## src/rtl/io_out_fifo.sv

```systemverilog
// Output-port buffer: captures processor writes {port, data} and drains them over valid/ready.
// Optional almost-full interrupt enabled by defining IO_OUT_FIFO_AF_ITR_EN.
module io_out_fifo #(
    parameter int unsigned NUBITS = 16,
    parameter int unsigned NUIOOU = 2,
    parameter int unsigned FDEPTH = 8,
    parameter int unsigned AFTHR  = 6,
    localparam int unsigned AW    = (NUIOOU > 1) ? $clog2(NUIOOU) : 1,
    localparam int unsigned CW    = $clog2(FDEPTH) + 1
) (
    input  logic              clk,
    input  logic              rst,
    input  logic [NUBITS-1:0] io_out,
    input  logic [AW-1:0]     addr_out,
    input  logic              out_en,
    output logic [NUBITS-1:0] m_data,
    output logic [AW-1:0]     m_addr,
    output logic              m_valid,
    input  logic              m_ready,
    output logic [CW-1:0]     count,
    output logic              full,
    output logic              ovf,
    input  logic              ovf_clr,
    output logic              itr_af
);

    localparam int unsigned PW = $clog2(FDEPTH);
    localparam int unsigned EW = AW + NUBITS;
    localparam bit CFG_OK = (FDEPTH >= 2) && ((FDEPTH & (FDEPTH - 1)) == 0) &&
                            (AFTHR >= 1) && (AFTHR <= FDEPTH);

    if (!CFG_OK) begin : g_cfg_err
        $error("io_out_fifo: FDEPTH must be a power of two >= 2 and 1 <= AFTHR <= FDEPTH");
    end

    logic [EW-1:0]     mem_q [FDEPTH];
    logic [PW-1:0]     wr_ptr_q, wr_ptr_d;
    logic [PW-1:0]     rd_ptr_q, rd_ptr_d;
    logic [CW-1:0]     count_q, count_d;
    logic              full_q, full_d;
    logic              valid_q, valid_d;
    logic              ovf_q, ovf_d;
    logic [NUBITS-1:0] data_q, data_d;
    logic [AW-1:0]     addr_q, addr_d;
    logic              addr_ok;
    logic              push;
    logic              pop;

    // Handshake decode and next-state for pointers, occupancy, flags and head register
    always_comb begin
        addr_ok  = (32'(addr_out) < NUIOOU);
        pop      = valid_q && m_ready;
        push     = out_en && addr_ok && (!full_q || pop);
        wr_ptr_d = push ? PW'(wr_ptr_q + PW'(1)) : wr_ptr_q;
        rd_ptr_d = pop  ? PW'(rd_ptr_q + PW'(1)) : rd_ptr_q;
        count_d  = CW'(count_q + CW'(push) - CW'(pop));
        full_d   = (count_d == CW'(FDEPTH));
        valid_d  = (count_d != '0);
        ovf_d    = ovf_q;
        if (ovf_clr) ovf_d = 1'b0;
        if (out_en && addr_ok && full_q && !pop) ovf_d = 1'b1;
        data_d   = data_q;
        addr_d   = addr_q;
        // Head register holds its last value while the FIFO is empty
        if (valid_d) begin
            if (push && (wr_ptr_q == rd_ptr_d)) begin
                data_d = io_out;
                addr_d = addr_out;
            end else begin
                {addr_d, data_d} = mem_q[rd_ptr_d];
            end
        end
    end

    // Storage array; contents need no reset
    always_ff @(posedge clk) begin
        if (push) mem_q[wr_ptr_q] <= {addr_out, io_out};
    end

    always_ff @(posedge clk or negedge rst) begin
        if (!rst) begin
            wr_ptr_q <= '0;
            rd_ptr_q <= '0;
            count_q  <= '0;
            full_q   <= 1'b0;
            valid_q  <= 1'b0;
            ovf_q    <= 1'b0;
            data_q   <= '0;
            addr_q   <= '0;
        end else begin
            wr_ptr_q <= wr_ptr_d;
            rd_ptr_q <= rd_ptr_d;
            count_q  <= count_d;
            full_q   <= full_d;
            valid_q  <= valid_d;
            ovf_q    <= ovf_d;
            data_q   <= data_d;
            addr_q   <= addr_d;
        end
    end

`ifdef IO_OUT_FIFO_AF_ITR_EN
    logic itr_af_q, itr_af_d;

    always_comb begin
        itr_af_d = (32'(count_d) >= AFTHR);
    end

    always_ff @(posedge clk or negedge rst) begin
        if (!rst) itr_af_q <= 1'b0;
        else      itr_af_q <= itr_af_d;
    end

    assign itr_af = itr_af_q;
`else
    assign itr_af = 1'b0;
`endif

    assign m_data  = data_q;
    assign m_addr  = addr_q;
    assign m_valid = valid_q;
    assign count   = count_q;
    assign full    = full_q;
    assign ovf     = ovf_q;

endmodule

```

## config.mk

```make
export PLATFORM = sky130hd
export DESIGN_NAME = io_out_fifo
export DESIGN_NICKNAME = d
export VERILOG_FILES = /design/src/rtl/io_out_fifo.sv
export SDC_FILE = /design/constraint.sdc
export NUM_CORES = 1
export LEC_CHECK = 0
export ABC_AREA = 1
export BUFFER_PORTS_ARGS = -buffer_cell sky130_fd_sc_hd__buf_2
export CAP_MARGIN = 20
export CORE_AREA = 3 3 193 119
export DETAILED_ROUTE_END_ITERATION = 10
export DIE_AREA = 0 0 196 122
export GPL_TIMING_DRIVEN = 0
export PLACE_DENSITY_LB_ADDON = 0.1
export SLEW_MARGIN = 20
export SYNTH_ARGS = -nofsm -noshare
export SYNTH_HDL_FRONTEND = slang
export SYNTH_SLANG_ARGS = --single-unit
export TNS_END_PERCENT = 20
```

## constraint.sdc

```tcl
create_clock -name clk -period 3.9 [get_ports clk]
set_input_delay 0.585 -clock clk [delete_from_list [all_inputs] [get_ports clk]]
set_output_delay 0.585 -clock clk [all_outputs]
set_load 0.01 [all_outputs]
```

==> key figures, run 1 <==
Run status
  – Status: finished clean

Worst setup path
  – Worst-path cell chain: nand2_2 -> nand2_1 -> nand2_1 -> ha_1 -> inv_1 -> ha_1 -> inv_1 -> fa_1 -> xnor2_1 -> nor3_1 -> nand2_1 -> clkinvlp_4 -> buf_2 -> nand2_1 -> nand2_1
  – Critical Path End Type: register
  – Critical path fanouts, max: 10
  – Critical path type: reg -> reg
  – Required @ worst endpoint: 4.22 ns
  – Worst setup path end: m_data[11]
  – Worst path depth: 15
  – Top Family by Delay on Critical Path: simple AND/OR/NAND/NOR gates
  – Critical path's slowest cell: dfrtp_1
  – FF-to-FF Start: m_valid
  – Critical Path Start: m_valid
  – Worst path most repeated cell: nand2_1
  – CP startpoint kind: register
  – CP arrival: 3.92 ns
  – Worst r2r path cells: 15
  – Max incr delay on CP: 0.46 ns
  – Crit path buffers/inverters: 4
  – R2r setup slk: 0.29 ns
  – Reg2reg end: m_data[11]

Synthesis
  – FF+latch count, synth: 166
  – Sequential-to-total area share from yosys stat: 65.1%
  – Synth Cell Area: 7430 sq um
  – Yosys warns: 0
  – Yosys cell types: 29
  – Share of the synthesized area in the top cell type: 54.9%
  – Largest area contributor in the netlist: edfxtp_1
  – Post-Synth Simple-Gate Area: 25.4%
  – Post-Synth XOR/XNOR Area: 0.471%
  – Syn_nets: 720
  – Synth Area in Compound Gates: 1.03%
  – Synth area leaders: edfxtp_1 (55%), dfrtp_1 (10%), nand3_1 (8.4%)
  – Combinational family with the most area after synthesis: simple AND/OR/NAND/NOR gates
  – Post-Synthesis Cells: 691
  – Fraction of the mapped netlist area in adder cells: 1.28%
  – Mux contribution to synthesized area: 0%
  – Syn Area/Cell: 10.8 sq um

Clock tree
  – TritonCTS Buffers: 17
  – Hold-fix buffers, CTS: 0
  – CTS tree: built
  – Clk_lat worst skew: 0.43 ns
  – Maximum buffer depth of the clock tree: 2
  – Worst-path clk slew: 0.06 ns
  – Clk sinks: 166
  – Root buf cell: clkbuf_16
  – H-Tree Depth: 4

STA
  – Tmin final: 3.61 ns
  – Least-Margin Pin Slew: 0.856 ns
  – Worst hold slack: 0.271 ns
  – Hold Fails Final Rpt: 0
  – Unrepaired setup endpoints after global routing: false
  – Clk_skew: 0.0110 ns
  – Tcrit/Tclk final: 92.5%
  – FMAX: 277 MHz
  – Setup violators final: 0
  – Slew Limit Fails: 0
  – Slew margin rel.: 42.9%
  – PnR worst setup slack: 0.292 ns

Floorplan
  – Die ar.: 23900 sq um
  – Rows: 41
  – Initial core utilization: 35.2%
  – Boundary Pins: 47
  – Die height: 122 microns
  – Die width: 196 microns
  – Core ar.: 21100 sq um

Placement
  – Dpl hpwl: 13.9 mm
  – Dpl cell area: 8090 sq um
  – Routability congestion estimate: 0.812
  – IO Port Bufs: 45
  – Pre-CTS setup slack: -0.111 ns

Cells and area
  – Layout Area Growth over Synthesis: 16.1%
  – FILL cells: 2099
  – Antenna Diode Count: 0
  – Post-route cell area: 8630 sq um
  – Fin util: 40.8%
  – Fin nets: 787
  – Layout cells sized above 1: 15.0%

Global route
  – Vias in the first global route: 4999
  – Total GRT Usage: 17.5%
  – First-pass GRT wire length: 30.6 mm
  – Global route overflow: 0
  – Largest net degree at the start of global routing: 31
  – Initial antenna violation count: 0

Power and ir drop
  – Worst VDD drop: 0.363 mV
  – Pwr per Cell Area: 755 nW/um^2
  – Final Power: 6.51 mW
  – Pleak: 3.57 nW

Route
  – Drt via density: 4.93
  – WL/cell: 19.3 microns
  – Via count: 5172
  – Total wire length: 20.3 mm
  – DRT Pass-1 Iters: 5
  – # DRC: 0
  – Routed Antenna Nets: 0
  – 1st-iter DRT viols: 390

Min path
  – Hold WC Path Type: in -> async

Run
  – Max_cap viols: 0
[registers in the layout (all words and copies together) (netlist names)]
| name | count |
|---|---|
| count | 4 |
| full | 1 |
| m_addr | 1 |
| m_data | 16 |
| m_valid | 1 |
| mem_q | 136 |
| ovf | 1 |
| rd_ptr_q | 3 |
| wr_ptr_q | 3 |
[logic make-up after synthesis]
group | Yosys count
DFF | 166
other | 1
buffers and inverters | 123
xor gates and xnor gates | 4
and+or+nand+nor | 377
adders and majority gates | 7
AOI/OAI and AO/OA | 13
[stage by stage]
stage	TNS [ns]	instances
floorplan	0	691
global placement	0	1015
detailed placement	-1.04	1018
CTS	0	1050
global route	0	1050
finish	0	1050
[layout make-up]
| type | count | area [sq um] | area share, % |
|---|---|---|---|
| Multi-Input combinational cell | 402 | 2150 | 24.9 |
| Inverter | 89 | 338 | 3.91 |
| Sequential cell | 166 | 4830 | 56.0 |
| Tap cell | 279 | 349 | 4.04 |
| Timing Repair Buffer | 48 | 259 | 3.00 |
| Clock buffer | 18 | 429 | 4.97 |
| Buffer | 34 | 163 | 1.88 |
| Clock inverter | 14 | 113 | 1.30 |
[power breakdown]
group / internal (mW) / switching, mW / leakage, nW
combinational: 0.773 / 1.76 / 1.72
clock: 0.871 / 0.710 / 0.266
sequential: 2.27 / 0.128 / 1.58
[cell usage after synthesis, drive strengths merged]
master and count:
nand3 127, nor3 1, fa 1, buf 18, nand2 170, nor4 1, nand3b 68, o21ai 11
ha 6, conb 1, clkinv 1, xor2 3, edfxtp 136, nand4 1, clkbuf 16, a21oi 2
dfrtp 30, inv 88, nor2 9, xnor2 1
[cells in the final DEF (no fill, tap or decap), drive strengths merged, types with 3 or more instances in the layout]
| cell type | instances |
|---|---|
| clkinv | 12 |
| nand3 | 127 |
| dfrtp | 30 |
| clkbuf | 34 |
| xor2 | 3 |
| nor2 | 9 |
| inv | 88 |
| ha | 6 |
| nand2 | 170 |
| o21ai | 11 |
| edfxtp | 136 |
| nand3b | 68 |
| buf | 66 |
[worst min path at each step]
| stage | from | end | depth (start not counted) | slack, ns |
|---|---|---|---|---|
| floorplan | rst | count[0] | 0 | 0.29 |
| global placement | m_data[1] | m_data[1] | 2 | 0.46 |
| detailed placement | m_data[9] | m_data[9] | 2 | 0.46 |
| CTS | rst | ovf | 1 | 0.27 |
| global route | rst | m_data[8] | 1 | 0.30 |
| finish | rst | m_data[1] | 1 | 0.27 |
[layer usage]
metal | up-vias | track usage (%) | share of wire [%]
met3 | 11 | 3.87 | 6.4
met1 | 2555 | 26.5 | 50
met2 | 138 | 25.6 | 43
met5 | - | 0 | 0
li1 | 2468 | - | -
met4 | 0 | 3.92 | 0.65
[timing repair]
item                       CTS  global route
setup buffers                0             0
resized for setup            0             1
hold endpoints to repair     0             0
setup endpoints to repair    0            10
No activity file was read; power rests on OpenSTA's default activity.
==> run 2, diff against run 1 <==
Settings changed: PLACE_DENSITY_LB_ADDON 0.1 to 0.12.
==> run 2 against run 1 <==
Compared with the run above:
- utilization up 0.40 points
- cell area up 0.99%
- largest power group unchanged
- non-clock buffer count unchanged
- register-to-register slack better by 0.28 ns
- sequential share of layout area down 0.55 points
- clock power up 15%
==> key figures, run 2 (synthesis gave the netlist of run 1 again) <==
Run status
  – Status: finished clean

STA
  – Final setup TNS: 0 ns
  – Tcrit/Tclk final: 85.4%
  – Slew Limit Fails: 0
  – Least-Margin Pin Slew: 0.856 ns
  – Clk_skew: 0.00755 ns
  – Unrepaired setup endpoints after global routing: false
  – FMAX: 300 MHz
  – PnR worst setup slack: 0.568 ns
  – Setup violators final: 0
  – Slew margin rel.: 42.9%
  – Tmin final: 3.33 ns
  – Hold Fails Final Rpt: 0

Worst setup path
  – Critical Path Start: m_valid
  – Critical path fanouts, max: 10
  – Required @ worst endpoint: 4.27 ns
  – CP startpoint kind: register
  – Critical path type: reg -> reg
  – Worst path most repeated cell: nand2_1
  – Worst r2r path cells: 14
  – Max incr delay on CP: 0.47 ns
  – Worst-path cell chain: nand2_2 -> nand2_1 -> nand2_1 -> ha_1 -> inv_1 -> ha_1 -> inv_1 -> fa_1 -> xnor2_1 -> nor3_1 -> nand2_1 -> clkbuf_2 -> nand3_1 -> nand2_1
  – Worst setup path end: m_data[15]
  – Critical Path End Type: register
  – FF-to-FF Start: m_valid
  – Critical path's slowest cell: dfrtp_1
  – R2r setup slk: 0.57 ns
  – Reg2reg end: m_data[15]
  – CP arrival: 3.71 ns

Floorplan
  – Die height: 122 microns
  – Die width: 196 microns
  – Initial core utilization: 35.2%
  – Rows: 41
  – Core ar.: 21100 sq um
  – Die ar.: 23900 sq um
  – Boundary Pins: 47

Cells and area
  – Commonest non-fill, non-tap cells in the layout: nand2_1 (163), edfxtp_1 (136), nand3_1 (124), inv_1 (86), nand3b_1 (68)
  – Multi-input logic area: 2150 sq um
  – Max FFs per register: 136
  – Reg area: 4830 sq um
  – Fin nets: 787
  – Antenna Diode Count: 0
  – Post-route cell area: 8720 sq um
  – Layout Area Growth over Synthesis: 17.3%
  – Post-route insts no fill: 1050
  – Layout cells sized above 1: 14.9%
  – FILL cells: 2072
  – Biggest register: mem_q
  – Commonest non-fill, non-tap cell in the layout: nand2_1

Clock tree
  – Hold-fix buffers, CTS: 0
  – CTS tree: built
  – Root buf cell: clkbuf_16
  – Clk_lat worst skew: 0.43 ns
  – TritonCTS Buffers: 17
  – H-Tree Depth: 4
  – Clk sinks: 166
  – Worst-path clk slew: 0.07 ns
  – Maximum buffer depth of the clock tree: 2

Placement
  – IO Port Bufs: 45
  – Routability congestion estimate: 0.857
  – Dpl hpwl: 14.1 mm
  – Dpl cells: 1017
  – Dpl cell area: 8080 sq um
  – Pre-CTS setup slack: -0.185 ns

Power and ir drop
  – Pwr per Cell Area: 783 nW/um^2
  – Pleak: 3.61 nW
  – Final Power: 6.83 mW
  – Worst VDD drop: 0.428 mV

Route
  – 1st-iter DRT viols: 522
  – Routed Antenna Nets: 0
  – DRT Pass-1 Iters: 5
  – Drt via density: 5.04
  – Via count: 5292
  – WL/cell: 20.4 microns
  – Total wire length: 21.4 mm
  – # DRC: 0

Global route
  – Initial antenna violation count: 0
  – Vias in the first global route: 5112
  – Largest net degree at the start of global routing: 31
  – Total GRT Usage: 18.6%
  – Global route overflow: 0
  – First-pass GRT wire length: 32.1 mm

Run
  – Max_cap viols: 0

Min path
  – Hold WC Path Type: in -> async
run 2: cell type report:
type / instances / area share [%]
flip-flops and latches: 166 / 55.5
multi-input cells: 402 / 24.7
clock buffers: 21 / 5.05
well taps: 279 / 4.01
inverters: 89 / 3.88
repair buffers: 48 / 2.97
clock inverters: 11 / 2.07
plain buffers: 34 / 1.88
run 2: report_power, final:
group	switching, mW	internal [mW]
Clock	0.683	1.13
Sequential	0.130	2.27
Combinational	1.83	0.781
run 2: worst max-delay path, delay by kind of cell, from the launching register on:
family,cells,cell delay (ns)
adder cells (fa/ha/maj),3,0.89
AND/OR/NAND/NOR,7,1.12
XOR/XNOR,1,0.24
flip-flops,1,0.47
buffers and inverters,3,0.55
run 2: worst min path at each step:
stage	startpoint	to	slack, ns	cells after the start
6_report	rst	m_data[8]	0.24	1
2_1_floorplan	rst	count[0]	0.29	0
5_1_grt	rst	m_data[8]	0.30	1
3_3_place_gp	m_data[2]	m_data[2]	0.46	2
4_1_cts	rst	m_data[8]	0.26	1
3_5_place_dp	m_data[3]	m_data[3]	0.46	2
run 2: per-stage QoR:
step	hold WS [ns]	utilization, %
floorplan	0.289	-
global placement	0.462	37.9
detailed placement	0.463	38.2
CTS	0.265	41.2
global route	0.303	41.2
finish	0.243	41.2
run 2: what timing repair did:
action | CTS | global route
setup endpoints to repair | 0 | 10
setup buffers | 0 | 1
resized for setup | 0 | 3
run 2: per-layer routing:
metal	vias to the layer above	share of wire (%)	routed length (microns)	global-route usage (%)
li1	2465	-	-	-
met2	196	42	9010	26.5
met1	2609	48	10300	27.1
met3	22	8.6	1840	5.61
met5	-	0	0	0
met4	0	1.3	279	5.79
